File: src/rtl/encoder_8to3_pkg.sv
// Width and reset constants shared by the 8-to-3 encoder files.
// No latency or backpressure; declarations only.
package encoder_8to3_pkg;

    localparam int ENC_IN_W  = 8;
    localparam int ENC_OUT_W = $clog2(ENC_IN_W);

    localparam logic [ENC_OUT_W-1:0] ENC_A_RST = '0;

endpackage

File: src/rtl/encoder_8to3_prio.sv
// Combinational priority encoder: index of the highest set bit, plus any/multi flags.
// Zero latency; no backpressure, pure function of the input.
module encoder_8to3_prio
    import encoder_8to3_pkg::*;
(
    input  logic [ENC_IN_W-1:0]  Y,
    output logic [ENC_OUT_W-1:0] idx,
    output logic                 any,
    output logic                 multi
);

    logic found;

    // Scan from the top bit down; the first hit is the winner.
    always_comb begin
        idx   = '0;
        found = 1'b0;
        for (int i = ENC_IN_W - 1; i >= 0; i--) begin
            if (!found && Y[i]) begin
                idx   = ENC_OUT_W'(i);
                found = 1'b1;
            end
        end
    end

    assign any = found;

    // Clearing the lowest set bit leaves something only if two or more were set.
    assign multi = |(Y & (Y - ENC_IN_W'(1)));

endmodule

File: src/rtl/encoder_8to3.sv
// Registered 8-to-3 priority encoder with valid and multi-hot flags.
// Latency 1 cycle; no backpressure, the output register samples every cycle.
module encoder_8to3
    import encoder_8to3_pkg::*;
(
    input  logic                 clk,
    input  logic                 rst_n,
    input  logic [ENC_IN_W-1:0]  Y,
    output logic [ENC_OUT_W-1:0] A,
    output logic                 valid,
    output logic                 multi
);

    logic [ENC_OUT_W-1:0] idx_nxt;
    logic                 any_nxt;
    logic                 multi_nxt;

    encoder_8to3_prio u_prio (
        .Y     (Y),
        .idx   (idx_nxt),
        .any   (any_nxt),
        .multi (multi_nxt)
    );

    always_ff @(posedge clk or negedge rst_n) begin
        if (!rst_n) begin
            A     <= ENC_A_RST;
            valid <= 1'b0;
            multi <= 1'b0;
        end else begin
            A     <= idx_nxt;
            valid <= any_nxt;
            multi <= multi_nxt;
        end
    end

endmodule

File: config.mk
export PLATFORM = sky130hd
export DESIGN_NAME = encoder_8to3
export DESIGN_NICKNAME = d
export VERILOG_FILES = /design/src/rtl/encoder_8to3_pkg.sv /design/src/rtl/encoder_8to3_prio.sv /design/src/rtl/encoder_8to3.sv
export SDC_FILE = /design/constraint.sdc
export NUM_CORES = 1
export LEC_CHECK = 0
export ABC_AREA = 0
export CORE_AREA = 4 4 41 43
export DETAILED_ROUTE_END_ITERATION = 16
export DIE_AREA = 0 0 45 47
export GPL_TIMING_DRIVEN = 0
export HOLD_SLACK_MARGIN = 0.1
export PLACE_DENSITY = 0.48
export SLEW_MARGIN = 5
export SYNTH_ARGS = -nofsm -noshare
export SYNTH_HDL_FRONTEND = slang
export SYNTH_SLANG_ARGS = --single-unit
File: constraint.sdc
create_clock -name clk -period 0.8 [get_ports clk]
set_input_delay 0.16 -clock clk [delete_from_list [all_inputs] [get_ports clk]]
set_output_delay 0.16 -clock clk [all_outputs]
set_load 0.01 [all_outputs]
==> results.py <==
metrics = {
    "outcome": {
        "status": "finished, violations left",
        "violations": "setup timing",
    },
    "min_path": {
        "hold_path.class": "in2async",
    },
    "drt": {
        "drtPass1Iterations": 4,
        "via_per_inst": 4.37,
        "num_vias": 271,
        "wire_per_inst_um": 9.97,
        "route.antenna.remaining_nets": 0,
        "dr.first_iter.drc_count": 2,
        "wl_um": 618,
        "route.detailed.drc": 0,
    },
    "layout": {
        "syn2layout_area_growth_pct": 76.9,
        "fin_util_pct": 33.8,
        "final_cell_mix": "dfrtp_1, buf_2, a21oi_1, buf_4",
        "diodes": 0,
        "fillers": 140,
        "layout-drive-gt1-share_pct": 46.8,
        "fin_nets": 58,
    },
    "place": {
        "gp_congestion": 0.782,
        "portBuffers": 14,
    },
    "setup_path": {
        "cp-end-kind": "output port",
        "path_delay_family": "flip-flops",
        "crit_path_top_delay_cell": "dfrtp_1",
        "slowest_delay_ns": 0.35,
        "path_class": "reg2out",
        "cp.arrival_ns": 0.72,
        "required_ns": 0.64,
        "critPathMaxFanout": 1,
        "worstPathCellList": "buf_2",
        "crit_buf_inv": 1,
        "start_kind": "flip-flop",
    },
    "die": {
        "start_util_pct": 19.1,
        "fp.coreArea_um2": 1300,
        "rows": 13,
        "ios": 15,
        "dieArea_um2": 2120,
        "die_x_um": 45,
        "die_h_um": 47,
    },
    "run": {
        "maxCapViolations": 0,
    },
    "synth": {
        "yosys_warnings": 0,
        "synth_area_um2": 249,
        "synth_seq_cells": 5,
        "syn_inst": 26,
        "yosys.area.top_type_share_pct": 50.3,
        "syn_nets": 36,
        "synthDistinctLibCells": 13,
        "yosysSeqAreaShare_pct": 50.3,
        "yosys.area.top_type": "dfrtp_1",
        "ys_top_cells_by_area": "dfrtp_1, nor4_4, a21oi_1",
        "postSynthAreaPerCell_um2": 9.58,
    },
    "sta": {
        "hold_viol": 0,
        "setup_viol": 5,
        "max_clock_freq_mhz": 1140,
        "setup_ws_ns": -0.0789,
        "post-route-period-util_pct": 110,
        "maxSlewViolCount": 0,
        "rsz0062_at_grt": "true",
        "worst_pin_slew_ns": 0.259,
        "slew_headroom_pct": 82.6,
        "layout_min_cycle_time_ns": 0.879,
    },
    "grt": {
        "grt_usage_pct": 7.23,
        "grt_pass1_vias": 266,
        "grt_pass1_wl_mm": 1.03,
        "grt_overflow_total": 0,
        "antenna_found_initial": 0,
        "grt_max_degree": 6,
    },
    "cts": {
        "clock_sinks": 5,
        "htreeDepth": 1,
        "root_buffer": "clkbuf_4",
        "cts_buffer_depth": 2,
        "cts_tree": "built",
        "cts_buffers": 3,
        "cts.clk_slew.worst_paths_ns": 0.04,
    },
    "pwr": {
        "power_density_nw_per_um2": 1510,
        "ir_drop_v": 0.000421,
        "leakagePower_uw": 0.000184,
        "power.total_uw": 667,
    },
}
[metrics by stage]
stage	TNS (ns)	instance area, um^2	instances	hold slack, ns	worst slack, ns
global route	-0.532	440	62	0.160	-0.110
CTS	-0.442	413	60	0.134	-0.0930
floorplan	-0.0209	254	26	-0.136	-0.0209
detailed placement	-3.14	413	55	0.388	-0.665
global placement	-3.02	413	55	0.388	-0.629
finish	-0.373	440	62	0.138	-0.0789
[what timing repair did]
item	CTS	global route
gates resized for setup	43	15
pin swaps	3	4
endpoints found under the setup margin	9	7
buffers inserted	1	2
hold buffers	0	0
[cells in the mapped netlist]
cell / count
o21ai_1: 1
dfrtp_1: 5
nor4_4: 1
nor3_1: 1
o21bai_1: 1
nand2_1: 2
inv_1: 1
a211oi_1: 2
o21ai_0: 2
nand3b_1: 1
nor2_1: 4
a21oi_1: 4
nand2b_1: 1
[where the power goes]
group | leakage, uW | switching [uW] | internal (uW)
registers | 0.0000477 | 1.96 | 263
clock network | 0.0000150 | 89.5 | 188
logic | 0.000121 | 61.2 | 63.3
[kinds of logic after synthesis]
family                 count (synthesis)  share of synthesized area (%)
buffers and inverters                  1                           1.51
DFF                                    5                           50.3
AOI/OAI and AO/OA                     10                           23.1
and+or+nand+nor                       10                           25.1
[worst max-delay path by stage]
stage / startpoint / depth (start not counted) / endpoint / slack [ns]
6_report: A[0] / 1 / A[0] / -0.08
5_1_grt: A[0] / 1 / A[0] / -0.11
4_1_cts: multi / 1 / multi / -0.09
3_5_place_dp: Y[2] / 5 / multi / -0.66
3_3_place_gp: Y[2] / 5 / multi / -0.63
2_1_floorplan: Y[2] / 4 / multi / -0.02
[metal layers]
metal / track usage, % / vias to the layer above / part of all wire (%)
li1: - / 136 / -
met1: 8.10 / 114 / 41
met2: 10.5 / 21 / 42
met3: 2.68 / 0 / 17
met4: 7.02 / 0 / 0
met5: 0 / - / 0
[sequential cells by signal, indices dropped and copies added (netlist names)]
signal and flops:
multi 1, A 3, valid 1
[final cells by class]
class | count | area (um^2) | share of cell area, %
repair buffers | 17 | 134 | 30.4
multi-input cells | 20 | 133 | 30.1
flip-flops and latches | 5 | 125 | 28.4
clock buffers | 4 | 26.3 | 5.97
well taps | 15 | 18.8 | 4.26
inverters | 1 | 3.75 | 0.852
(Power assumes the default switching activity.)
==> RTL edit: new RTL, same settings <==
Set the package constant `ENC_IN_W` to 4 (it was 8).
--- a/src/rtl/encoder_8to3_pkg.sv
+++ b/src/rtl/encoder_8to3_pkg.sv
@@ -2,7 +2,7 @@
 // No latency or backpressure; declarations only.
 package encoder_8to3_pkg;
 
-    localparam int ENC_IN_W  = 8;
+    localparam int ENC_IN_W  = 4;
     localparam int ENC_OUT_W = $clog2(ENC_IN_W);
 
     localparam logic [ENC_OUT_W-1:0] ENC_A_RST = '0;
Ports: changed (resized A and Y); port bits go from 15 to 10. The function was not compared with the original's and may differ.
==> RTL edit against the original RTL <==
  * The flow still finishes with violations (negative setup slack)
  * Critical path depth unchanged
  * Power down 22%
  * Wire length down 47%
  * Setup slack worse by 2.3 ps
  * Final area down 44%
  * Die area unchanged
  * Count of clock-buffer cells in the layout down 1
  * Utilization down 15 points
  * Sequential cell count down 1
  * Synthesized area down 42%
  * Clock power down 12%
  * Hold slack worse by 13 ps
  * Cell count down 39%
  * Fmax down 0.26%
  * Critical path type unchanged
==> RTL edit: results (changes against the original RTL) <==
GRT
  • Initial antenna violation count: 0 (unchanged)
  • Gr usage total: 4.21% (was 7.23%)
  • First-pass GRT wire length: 538 um (was 1030 um)
  • Number of global-route vias before repair: 144 (was 266)

Timing
  • Setup violators final: 4 (was 5)
  • Slew headroom: 85.8% (was 82.6%)
  • Setup WS post-layout: -81.2 ps (was -78.9 ps)

Logic synthesis
  • Post-Syn Area per Cell: 13.2 um2 (was 9.58 um2)
  • Distinct cells, synth: 7 (was 13)
  • Top cells by count, synth: dfrtp_1 (4), a211oi_1 (2) (was dfrtp_1 (5), a21oi_1 (4), nor2_1 (4))
  • Post-synth EDFFs: 0 (unchanged)
  • FFs w/ async S/R, synth: 100% (unchanged)
  • Largest cells by area after synthesis: dfrtp_1 (69%), a211oi_1 (10%), a21o_2 (6.0%) (was dfrtp_1 (50%), nor4_4 (8.5%), a21oi_1 (8.0%))
  • Yosys Warn Count: 0 (unchanged)
  • Synth Net Count: 17 (was 36)
  • Post-synthesis sequential area ratio: 69.0% (was 50.3%)

Final layout
  • Final Non-Filler Cells: 38 (was 62)
  • # diodes: 0 (unchanged)
  • Largest registers: A: 2 flops, multi: 1 flops, valid: 1 flops (was A: 3 flops, multi: 1 flops, valid: 1 flops)
  • Net count, final: 31 (was 58)
  • Layout cells sized above 1: 47.8% (was 46.8%)

CTS
  • CTS buffer count: 3 (unchanged)
  • Htree depth: 1 (unchanged)
  • Setup Fix Bufs, Post-CTS: 0 (was 1)
  • Clock slew at reported path FFs: 40 ps (about the same)
  • Root Buffer: clkbuf_4 (unchanged)
  • Clock buffer depth: 2 (unchanged)

Route
  • Vias: 120 (was 271)
  • Detailed Routing Iterations Pass 1: 1 (was 4)
  • Routed Wire Length: 326 um (was 618 um)
  • DRT iter0 DRCs: 0 (was 2)

Setup path
  • Crit-path slowest cell: dfrtp_1 (unchanged)
  • Max stage delay on crit path: 360 ps
  • Maximum net fanout on the critical path: 1 (unchanged)
  • Family with the most delay on the worst path: flip-flops (unchanged)

Placement
  • Final HPWL from detailed placement: 240 um
  • DP Area: 254 um2 (was 413 um2)
  • Post-Place Cells: 35 (was 55)
  • Port Buf Inserts: 9 (was 14)
  • Gpl congestion: 0.687 (was 0.782)

Outcome
  • Violated checks: negative setup slack (unchanged)
  • Status: finished with violations (unchanged)

Power and ir drop
  • Leak: 0.108 nW (was 0.184 nW)
  • VDD IR max: 0.512 mV (was 0.421 mV)

Min path
  • Hold Crit Class: input port to asynchronous set/reset pin (unchanged)
## RTL edit: repair_timing
action	in CTS	in global routing
setup endpoints to repair	7	5
pin swaps	0	0
gates resized for setup	23	3
endpoints found under the hold margin	0	0
## RTL edit: how the worst max path moves through the flow
stage | endpoint | cells past startpoint | slack (ps) | startpoint
after floorplan | valid | 1 | 7 | Y[3]
after global placement | valid | 2 | -480 | Y[3]
after detailed placement | valid | 2 | -500 | Y[3]
after CTS | multi | 1 | -100 | multi
after global routing | multi | 1 | -120 | multi
final | multi | 1 | -80 | multi
## RTL edit: where the power goes
group / switching [W] / total (W) / internal [W]
Clock: 0.0000768 / 0.000244 / 0.000167
Combinational: 0.0000286 / 0.0000578 / 0.0000292
Sequential: 0.00000272 / 0.000217 / 0.000215
## RTL edit: stage by stage
step / utilization [%] / TNS (ps) / setup slack (ps) / hold slack, ps
after floorplan: - / 0 / 7.04 / -136
after global placement: 19.5 / -1920 / -482 / 363
after detailed placement: 19.5 / -2050 / -502 / 368
after CTS: 19.6 / -350 / -98.1 / 117
after global routing: 19.0 / -419 / -115 / 129
final: 19.0 / -288 / -81.2 / 125
## RTL edit: area by class of cell
class | count | area (um2)
Inverter | 1 | 3.75
Timing Repair Buffer | 9 | 57.6
Fill cell | 151 | 1050
Multi-Input combinational cell | 6 | 45.0
Clock buffer | 3 | 22.5
Sequential cell | 4 | 100
Tap cell | 15 | 18.8
## RTL edit: cells by family (layout without fill, tap and decap cells)
family,Yosys count,after routing,share of synthesized area [%]
flops,4,4,69.0
simple gates,3,3,12.1
buf+inv,1,13,2.58
compound gates,3,3,16.4
## RTL edit: routing by layer
| layer | wire (um) | GRT usage (%) |
|---|---|---|
| met5 | 0 | 0 |
| met4 | 0 | 7.02 |
| met1 | 126 | 3.46 |
| met2 | 113 | 4.80 |
| met3 | 86 | 3.45 |
